### src/rtl/game_seq_ctrl.sv
// game_seq_ctrl: coin/credit/start/game-time sequencer for the Space Race core.
// Debounces the coin switch, keeps a saturating credit count and steps the
// game through ATTRACT -> CLEAR -> PLAY -> END, producing the attract and
// game-on levels that gate the rocket, score and time-bar logic.
//
// Ports:
//   CLK_DRV    in   drive clock, all state changes on its rising edge
//   RST_N      in   synchronous active-low reset
//   COIN       in   raw coin switch level (active high)
//   START      in   start button level (active high)
//   VBLANK     in   vertical blank level, each 0->1 transition is a frame tick
//   CREDIT_CNT out  current credits (saturating 0..MAX_CREDITS)
//   ATTRACT    out  high in every state except PLAY
//   ATTRACT_N  out  inverse of ATTRACT
//   GAME_ON    out  high in PLAY only
//   SCORE_CLR  out  high for the single CLEAR cycle
//   GAME_END   out  one-cycle pulse following the PLAY->END transition
//   TIME_LEFT  out  remaining play frames, 0 outside CLEAR/PLAY
module game_seq_ctrl #(
  parameter int unsigned GAME_FRAMES   = 2700,
  parameter int unsigned END_FRAMES    = 120,
  parameter int unsigned COIN_DEBOUNCE = 4,
  parameter int unsigned MAX_CREDITS   = 9,
  parameter int unsigned TIME_WIDTH    = 12
) (
  input  logic                  CLK_DRV,
  input  logic                  RST_N,
  input  logic                  COIN,
  input  logic                  START,
  input  logic                  VBLANK,
  output logic [3:0]            CREDIT_CNT,
  output logic                  ATTRACT,
  output logic                  ATTRACT_N,
  output logic                  GAME_ON,
  output logic                  SCORE_CLR,
  output logic                  GAME_END,
  output logic [TIME_WIDTH-1:0] TIME_LEFT
);

  // Counter only needs to reach COIN_DEBOUNCE-1; the final differing edge flips.
  localparam int unsigned DB_W = (COIN_DEBOUNCE > 1) ? $clog2(COIN_DEBOUNCE) : 1;
  localparam logic [DB_W-1:0]       DB_LAST    = DB_W'(COIN_DEBOUNCE - 1);
  localparam logic [3:0]            CREDIT_MAX = 4'(MAX_CREDITS);
  localparam logic [TIME_WIDTH-1:0] GAME_LOAD  = TIME_WIDTH'(GAME_FRAMES);
  localparam logic [TIME_WIDTH-1:0] END_LOAD   = TIME_WIDTH'(END_FRAMES);
  localparam logic [TIME_WIDTH-1:0] TIME_ONE   = TIME_WIDTH'(1);

  typedef enum logic [1:0] {
    ST_ATTRACT = 2'd0,
    ST_CLEAR   = 2'd1,
    ST_PLAY    = 2'd2,
    ST_END     = 2'd3
  } state_t;

  state_t                r_state;
  logic                  r_coin_db;
  logic [DB_W-1:0]       r_db_cnt;
  logic                  r_coin_evt;
  logic                  r_start_q;
  logic                  r_vb_q;
  logic [3:0]            r_credit;
  logic [TIME_WIDTH-1:0] r_time;
  logic [TIME_WIDTH-1:0] r_end_cnt;
  logic                  r_attract;
  logic                  r_game_on;
  logic                  r_score_clr;
  logic                  r_game_end;

  state_t                w_state_nxt;
  logic [TIME_WIDTH-1:0] w_time_nxt;
  logic [TIME_WIDTH-1:0] w_end_cnt_nxt;
  logic                  w_game_end_nxt;
  logic                  w_start_edge;
  logic                  w_vb_tick;
  logic                  w_start_acc;
  logic [3:0]            w_credit_dec;
  logic [3:0]            w_credit_nxt;

  assign w_start_edge = START & ~r_start_q;
  assign w_vb_tick    = VBLANK & ~r_vb_q;
  assign w_start_acc  = (r_state == ST_ATTRACT) && w_start_edge && (r_credit != 4'd0);

  // Coin debounce; a rising flip of the debounced level is registered as a coin event.
  always_ff @(posedge CLK_DRV) begin
    if (!RST_N) begin
      r_coin_db  <= 1'b0;
      r_db_cnt   <= '0;
      r_coin_evt <= 1'b0;
    end else begin
      r_coin_evt <= 1'b0;
      if (COIN != r_coin_db) begin
        if (r_db_cnt == DB_LAST) begin
          r_coin_db  <= COIN;
          r_db_cnt   <= '0;
          r_coin_evt <= COIN;
        end else begin
          r_db_cnt <= r_db_cnt + DB_W'(1);
        end
      end else begin
        r_db_cnt <= '0;
      end
    end
  end

  // Credit update: decrement for an accepted start first, then saturating coin add.
  always_comb begin
    w_credit_dec = r_credit;
    if (w_start_acc) begin
      w_credit_dec = r_credit - 4'd1;
    end
    w_credit_nxt = w_credit_dec;
    if (r_coin_evt && (w_credit_dec < CREDIT_MAX)) begin
      w_credit_nxt = w_credit_dec + 4'd1;
    end
  end

  // Next-state and timer logic.
  always_comb begin
    w_state_nxt    = r_state;
    w_time_nxt     = r_time;
    w_end_cnt_nxt  = r_end_cnt;
    w_game_end_nxt = 1'b0;
    case (r_state)
      ST_ATTRACT: begin
        if (w_start_acc) begin
          w_state_nxt = ST_CLEAR;
          w_time_nxt  = GAME_LOAD;
        end
      end
      ST_CLEAR: begin
        w_state_nxt = ST_PLAY;
      end
      ST_PLAY: begin
        if (w_vb_tick && (r_time != '0)) begin
          w_time_nxt = r_time - TIME_ONE;
          if (r_time == TIME_ONE) begin
            w_state_nxt    = ST_END;
            w_end_cnt_nxt  = END_LOAD;
            w_game_end_nxt = 1'b1;
          end
        end
      end
      ST_END: begin
        w_time_nxt = '0;
        if (r_end_cnt == '0) begin
          w_state_nxt = ST_ATTRACT;
        end else if (w_vb_tick) begin
          w_end_cnt_nxt = r_end_cnt - TIME_ONE;
          if (r_end_cnt == TIME_ONE) begin
            w_state_nxt = ST_ATTRACT;
          end
        end
      end
      default: begin
        w_state_nxt = ST_ATTRACT;
      end
    endcase
  end

  // State, timers, edge detectors and registered outputs.
  always_ff @(posedge CLK_DRV) begin
    if (!RST_N) begin
      r_state     <= ST_ATTRACT;
      r_start_q   <= 1'b0;
      r_vb_q      <= 1'b0;
      r_credit    <= 4'd0;
      r_time      <= '0;
      r_end_cnt   <= '0;
      r_attract   <= 1'b1;
      r_game_on   <= 1'b0;
      r_score_clr <= 1'b0;
      r_game_end  <= 1'b0;
    end else begin
      r_state     <= w_state_nxt;
      r_start_q   <= START;
      r_vb_q      <= VBLANK;
      r_credit    <= w_credit_nxt;
      r_time      <= w_time_nxt;
      r_end_cnt   <= w_end_cnt_nxt;
      r_attract   <= (w_state_nxt != ST_PLAY);
      r_game_on   <= (w_state_nxt == ST_PLAY);
      r_score_clr <= (w_state_nxt == ST_CLEAR);
      r_game_end  <= w_game_end_nxt;
    end
  end

  assign CREDIT_CNT = r_credit;
  assign ATTRACT    = r_attract;
  assign ATTRACT_N  = ~r_attract;
  assign GAME_ON    = r_game_on;
  assign SCORE_CLR  = r_score_clr;
  assign GAME_END   = r_game_end;
  assign TIME_LEFT  = r_time;

endmodule

### config.mk
export PLATFORM = sky130hd
export DESIGN_NAME = game_seq_ctrl
export DESIGN_NICKNAME = d
export VERILOG_FILES = /design/src/rtl/game_seq_ctrl.sv
export SDC_FILE = /design/constraint.sdc
export NUM_CORES = 1
export LEC_CHECK = 0
export ABC_CLOCK_PERIOD_IN_PS = 4800
export CORE_ASPECT_RATIO = 1.5
export CORE_MARGIN = 1
export CORE_UTILIZATION = 55
export CTS_CLUSTER_SIZE = 40
export DETAILED_ROUTE_END_ITERATION = 8
export HOLD_SLACK_MARGIN = 0.12
export MAX_ROUTING_LAYER = met4
export PLACE_DENSITY = 0.89
export SLEW_MARGIN = 20
export SYNTH_ARGS = -nofsm -noshare
export SYNTH_HDL_FRONTEND = slang
export SYNTH_SLANG_ARGS = --single-unit
### constraint.sdc
create_clock -name CLK_DRV -period 4.8 [get_ports CLK_DRV]
set_clock_uncertainty 0.15 [all_clocks]
set_input_delay 0.96 -clock CLK_DRV [delete_from_list [all_inputs] [get_ports CLK_DRV]]
set_output_delay 0.96 -clock CLK_DRV [all_outputs]
set_load 0.05 [all_outputs]
== Yosys cells after proc, flatten, opt, wreduce, memory -nomap -nowiden ==
Index checks and enable logic that the tools add are counted.

* Equal/unequal tests: 15
* Magnitude comparators: 1
* Reduce and logical (&&, ||, !) cells: 16
* Multiplexer cells: 18
* Add/subtract/negate cells: 5
* Bitwise logic cells: 7

{| class="wikitable"
|+ Operators by type and width
! operator !! count
|-
| $mux W12 || 6
|-
| $pmux W12 S3 || 1
|-
| $eq A12 B1 Y1 const B || 2
|-
| $pmux W12 S2 || 1
|-
| $sub A12 B1 Y12 const B || 2
|-
| $logic_not A12 Y1 || 1
|-
| $mux W2 || 6
|-
| $ne A2 B2 Y1 const B || 6
|-
| $reduce_bool A12 Y1 || 1
|-
| $reduce_and A3 Y1 || 3
|-
| $eq A2 B2 Y1 const B || 4
|-
| $mux W4 || 2
|-
| $pmux W2 S4 || 1
|-
| $not A1 Y1 || 5
|-
| $reduce_and A5 Y1 || 1
|-
| $add A4 B1 Y4 const B || 1
|-
| $eq A2 B1 Y1 const B || 2
|-
| $logic_and A1 B1 Y1 || 4
|-
| $lt A4 B4 Y1 const B || 1
|-
| $reduce_bool A4 Y1 || 1
|-
| $sub A4 B1 Y4 const B || 1
|-
| $reduce_bool A3 Y1 || 1
|-
| $reduce_or A3 Y1 || 1
|-
| $add A2 B1 Y2 const B || 1
|-
| other kinds (6) || 7
|}

* Word-level logic and storage cells: 75
* Bits in registers: 40
* Input bits: 5
* Output and inout port bits: 21

== Logic depth before layout (Yosys ltp) ==
* Word-level depth: 8
* Gate-level depth with buffers: 10
* Mapped depth without buffers: 10

== Least setup slack after synthesis ==
No wires, ideal clock.

* Kind: input -> register
* From: input port START
* To: register r_credit[2] (netlist: CREDIT_CNT[2])
* Cell stages on the path: 7
* Buffers on the path: 0
* Required time: 4.534 ns
* Arrival: 2.688 ns
* Path slack: 1.846 ns
* Setup time: 0.116 ns
* Cell sequence: or4b_4 nor2_1 mux2i_1 inv_1 ha_1 o211a_1 o211a_1

* Word-level cells in the longest chain between the ends: 7
* Elaborated cells on any way between the ends: 8
* Those cells by class: 1 x add/sub; 1 x order compare; 2 x mux; 1 x bitwise; 3 x reduce/logical

{| class="wikitable"
|+ Ends and longest elaborated chain
! item !! line !! RTL
|-
| start: declaration || 29 || <nowiki>input logic START,</nowiki>
|-
| $and A1 B1 Y1 (*) || 79 || <nowiki>assign w_start_edge = START & ~r_start_q;</nowiki>
|-
| $logic_and A1 B1 Y1 (*) (2 in a row) || 81 || <nowiki>assign w_start_acc = (r_state == ST_ATTRACT) && w_start_edge && (r_credit != 4'd0);</nowiki>
|-
| $mux W4 (*) || 108 || <nowiki>if (w_start_acc) begin</nowiki>
|-
| $lt A4 B4 Y1 || 112 || <nowiki>if (r_coin_evt && (w_credit_dec < CREDIT_MAX)) begin</nowiki>
|-
| $logic_and A1 B1 Y1 || 112 ||
|-
| $mux W4 (*) || 112 ||
|-
| end signal: assignment || 177 || <nowiki>r_credit <= w_credit_nxt;</nowiki>
|-
| end: declaration || 61 || <nowiki>logic [3:0] r_credit;</nowiki>
|}

Mark *: on every way between the ends. The rest lies on a longest branch, timed or not.
A chain may end at the register's enable or synchronous reset.

== Worst setup path in the final report ==
Same ends and word-level chain as after synthesis.

==> results.json <==
{
  "status": "complete, no violations",
  "min_period_ns": 3.313,
  "clk_latency_ns": 0.30,
  "switching_share_pct": 39.41,
  "hp-class": "flip-flop to flip-flop",
  "num_rows": 27,
  "clockBufferDepth": 2,
  "reg2reg_to": "r_end_cnt[2]",
  "critPathRequiredTime_ns": 4.84,
  "initial_core_util_pct": 58.14,
  "seqPwrFrac_pct": 34.4,
  "globalRoute.totalOverflow": 0,
  "layoutNonFillerInstCount": 320,
  "endpoint_kind": "flip-flop",
  "final_util_pct": 68.71,
  "clk_pin_slew_ns": 0.07,
  "drc": 0,
  "power_frac_comb_pct": 40.0,
  "r2r_cells": 5,
  "n_antenna_cell": 0,
  "grt_pass1_wl_um": 8052,
  "numCtsBuffers": 5,
  "tightest_slew_ns": 0.6416,
  "ys_warn_count": 0,
  "clock-sinks": 40,
  "switching_power_w": 0.0004684,
  "first_pass_iters": 4,
  "synth.distinct_cells": 45,
  "post_drt_wl_per_cell_um": 15.16,
  "synth_edf_count": 0,
  "root_buffer": "clkbuf_8",
  "hold_buffers": 0,
  "synth_nets": 268,
  "reg2reg_from": "TIME_LEFT[2]",
  "final_max_slew_viol_count": 0,
  "routed-via-count": 1981,
  "irDropWorstVdd_uv": 393.3,
  "area_growth_pct": 18.18,
  "ys_ff_latch": 40,
  "syn_area_um2": 2141,
  "dp_cells": 312,
  "grt_usage_pct": 26.79,
  "cp_max_fo": 5,
  "rrSetupSlack_ns": 2.00,
  "hold_viol": 0,
  "gp_congestion": 0.8499,
  "die_h_um": 78.41,
  "min_to": "r_db_cnt[0]",
  "p_int_w": 0.0007200,
  "setup-violations-final": 0,
  "final_cell_area_um2": 2530,
  "antenna_found_initial": 0,
  "netlist_instances": 253,
  "antenna_left": 0,
  "fin_setup_tns_ns": 0,
  "p_clk_share_pct": 25.6,
  "synth.avg_cell_area_um2": 8.462,
  "synthFlopType": "dfxtp_1",
  "p_leak_nw": 1.060,
  "cts-resized-gates": 0,
  "die_w_um": 52.94,
  "hpwl_um": 3387,
  "fillers": 290,
  "rsz0062_at_grt": "false",
  "htree_levels": 2,
  "startpoint_type": "input pin",
  "max_freq_ghz": 0.3018,
  "period_share_pct": 69.02,
  "ys_seq_area_share_pct": 37.41,
  "grt_max_degree": 25,
  "drive_gt1_share_pct": 6.498,
  "ios": 26,
  "core_area_um2": 3682,
  "routed_wl_um": 4851,
  "p_per_area_nw_per_um2": 469.8,
  "critical_path_arrival_ns": 3.35,
  "via_per_inst": 6.191,
  "max-cap-violations": 0,
  "fin_nets": 291,
  "cts_tree": "built",
  "relSlewSlack_pct": 57.10,
  "post_cts_buffers": 0,
  "hp-start": "r_db_cnt[0]",
  "numPortBuffers": 25,
  "hold_depth": 1,
  "synthArstFlopShare_pct": 0,
  "criticalPathCategory": "input pin to flip-flop",
  "placed_area_um2": 2404,
  "grt_pass1_vias": 1906,
  "die-area_um2": 4151,
  "initialDrtViolationCount": 95
}
==> cell usage in the layout (no fill, tap or decap), drive strengths merged, types with 8 or more instances in the layout <==
master	n
inv	15
a21oi	23
nand3	16
nor2	20
dfxtp	40
ha	10
nor3	8
nand2	19
clkdlybuf4s50	25
or3	13
==> critical path, cell delays in order <==
cell and delay, ns:
clkdlybuf4s50_1 0.49, or4b_4 0.49, nor2_1 0.31, mux2i_1 0.38, inv_1 0.08, ha_1 0.22, o211a_1 0.22, o211a_1 0.20
==> per-layer routing <==
layer  vias up  part of all wire (%)  GRT usage, %
li1        974                     -             -
met1       942                    38         26.51
met2        56                    56         45.32
met3         9                   4.1         6.395
met4         0                   2.0         16.58
met5         -                     0             -
==> metrics by stage <==
step	total power [W]	hold slack (ns)	setup slack, ns
2_1_floorplan	0.0007686	0.2556	1.846
3_3_place_gp	0.0008749	0.2652	1.265
3_5_place_dp	0.0008871	0.2744	1.182
4_1_cts	0.001185	0.3072	1.486
5_1_grt	0.001254	0.3356	1.384
6_report	0.001188	0.2974	1.487
==> logic make-up (layout without fill, tap and decap cells) <==
group	Yosys count	count (layout)	synth area share, %
compound gates	55	55	18.29
xor+xnor	8	8	3.273
fa+ha+maj	10	10	5.845
buf+inv	25	49	4.909
flops	40	40	37.41
mux	7	7	3.273
simple gates	108	108	27.00
==> synthesized netlist by cell type (2+ instances only) <==
| library cell | count | area, um2 |
|---|---|---|
| a2111o_1 | 4 | 45.04 |
| a21oi_1 | 23 | 115.1 |
| and2_1 | 3 | 18.77 |
| buf_2 | 2 | 10.01 |
| clkbuf_1 | 5 | 18.77 |
| dfxtp_1 | 40 | 800.8 |
| ha_1 | 10 | 125.1 |
| inv_1 | 15 | 56.30 |
| mux2i_1 | 7 | 70.07 |
| nand2_1 | 19 | 71.32 |
| nand2b_1 | 3 | 18.77 |
| nand3_1 | 16 | 80.08 |
| nand3b_1 | 4 | 30.03 |
| nand4_1 | 4 | 25.02 |
| nor2_1 | 20 | 75.07 |
| nor3_1 | 8 | 40.04 |
| nor4_1 | 7 | 43.79 |
| o2111ai_1 | 5 | 43.79 |
| o211a_1 | 3 | 30.03 |
| o21ai_0 | 7 | 35.03 |
| o221a_2 | 4 | 45.04 |
| o2bb2ai_1 | 2 | 17.52 |
| or2_2 | 2 | 12.51 |
| or3_1 | 13 | 81.33 |
| xnor2_1 | 3 | 26.28 |
| xor2_1 | 5 | 43.79 |
==> worst max path at each step <==
| stage | from | to | slack (ns) | depth (start not counted) |
|---|---|---|---|---|
| 6_report | START | CREDIT_CNT[2] | 1.49 | 8 |
| 5_1_grt | START | CREDIT_CNT[2] | 1.38 | 8 |
| 4_1_cts | START | CREDIT_CNT[2] | 1.49 | 8 |
| 3_5_place_dp | START | CREDIT_CNT[2] | 1.18 | 8 |
| 3_3_place_gp | START | CREDIT_CNT[2] | 1.27 | 8 |
| 2_1_floorplan | START | CREDIT_CNT[2] | 1.85 | 7 |
==> sequential cells by signal (all words and copies together) (netlist names), 2 cells and up <==
| name | count |
|---|---|
| CREDIT_CNT | 4 |
| r_end_cnt | 12 |
| r_state | 2 |
| r_db_cnt | 2 |
| TIME_LEFT | 12 |
==> final cells by class <==
cell class / count / area [um2] / area share, %
Sequential cell: 40 / 800.8 / 31.65
Clock buffer: 7 / 96.34 / 3.808
Timing Repair Buffer: 26 / 257.7 / 10.19
Inverter: 15 / 56.30 / 2.226
Multi-Input combinational cell: 188 / 1235 / 48.81
Clock inverter: 1 / 30.03 / 1.187
Tap cell: 43 / 53.80 / 2.127
==> power by group through the flow <==
stage	Clock [W]	Combinational, W	Sequential (W)
floorplan	0	0.000259	0.000509
global route	0.000321	0.000519	0.000415
global placement	0	0.000461	0.000414
CTS	0.000304	0.000473	0.000408
finish	0.000304	0.000475	0.000409
detailed placement	0	0.000472	0.000416
No activity file was read; power rests on OpenSTA's default activity.
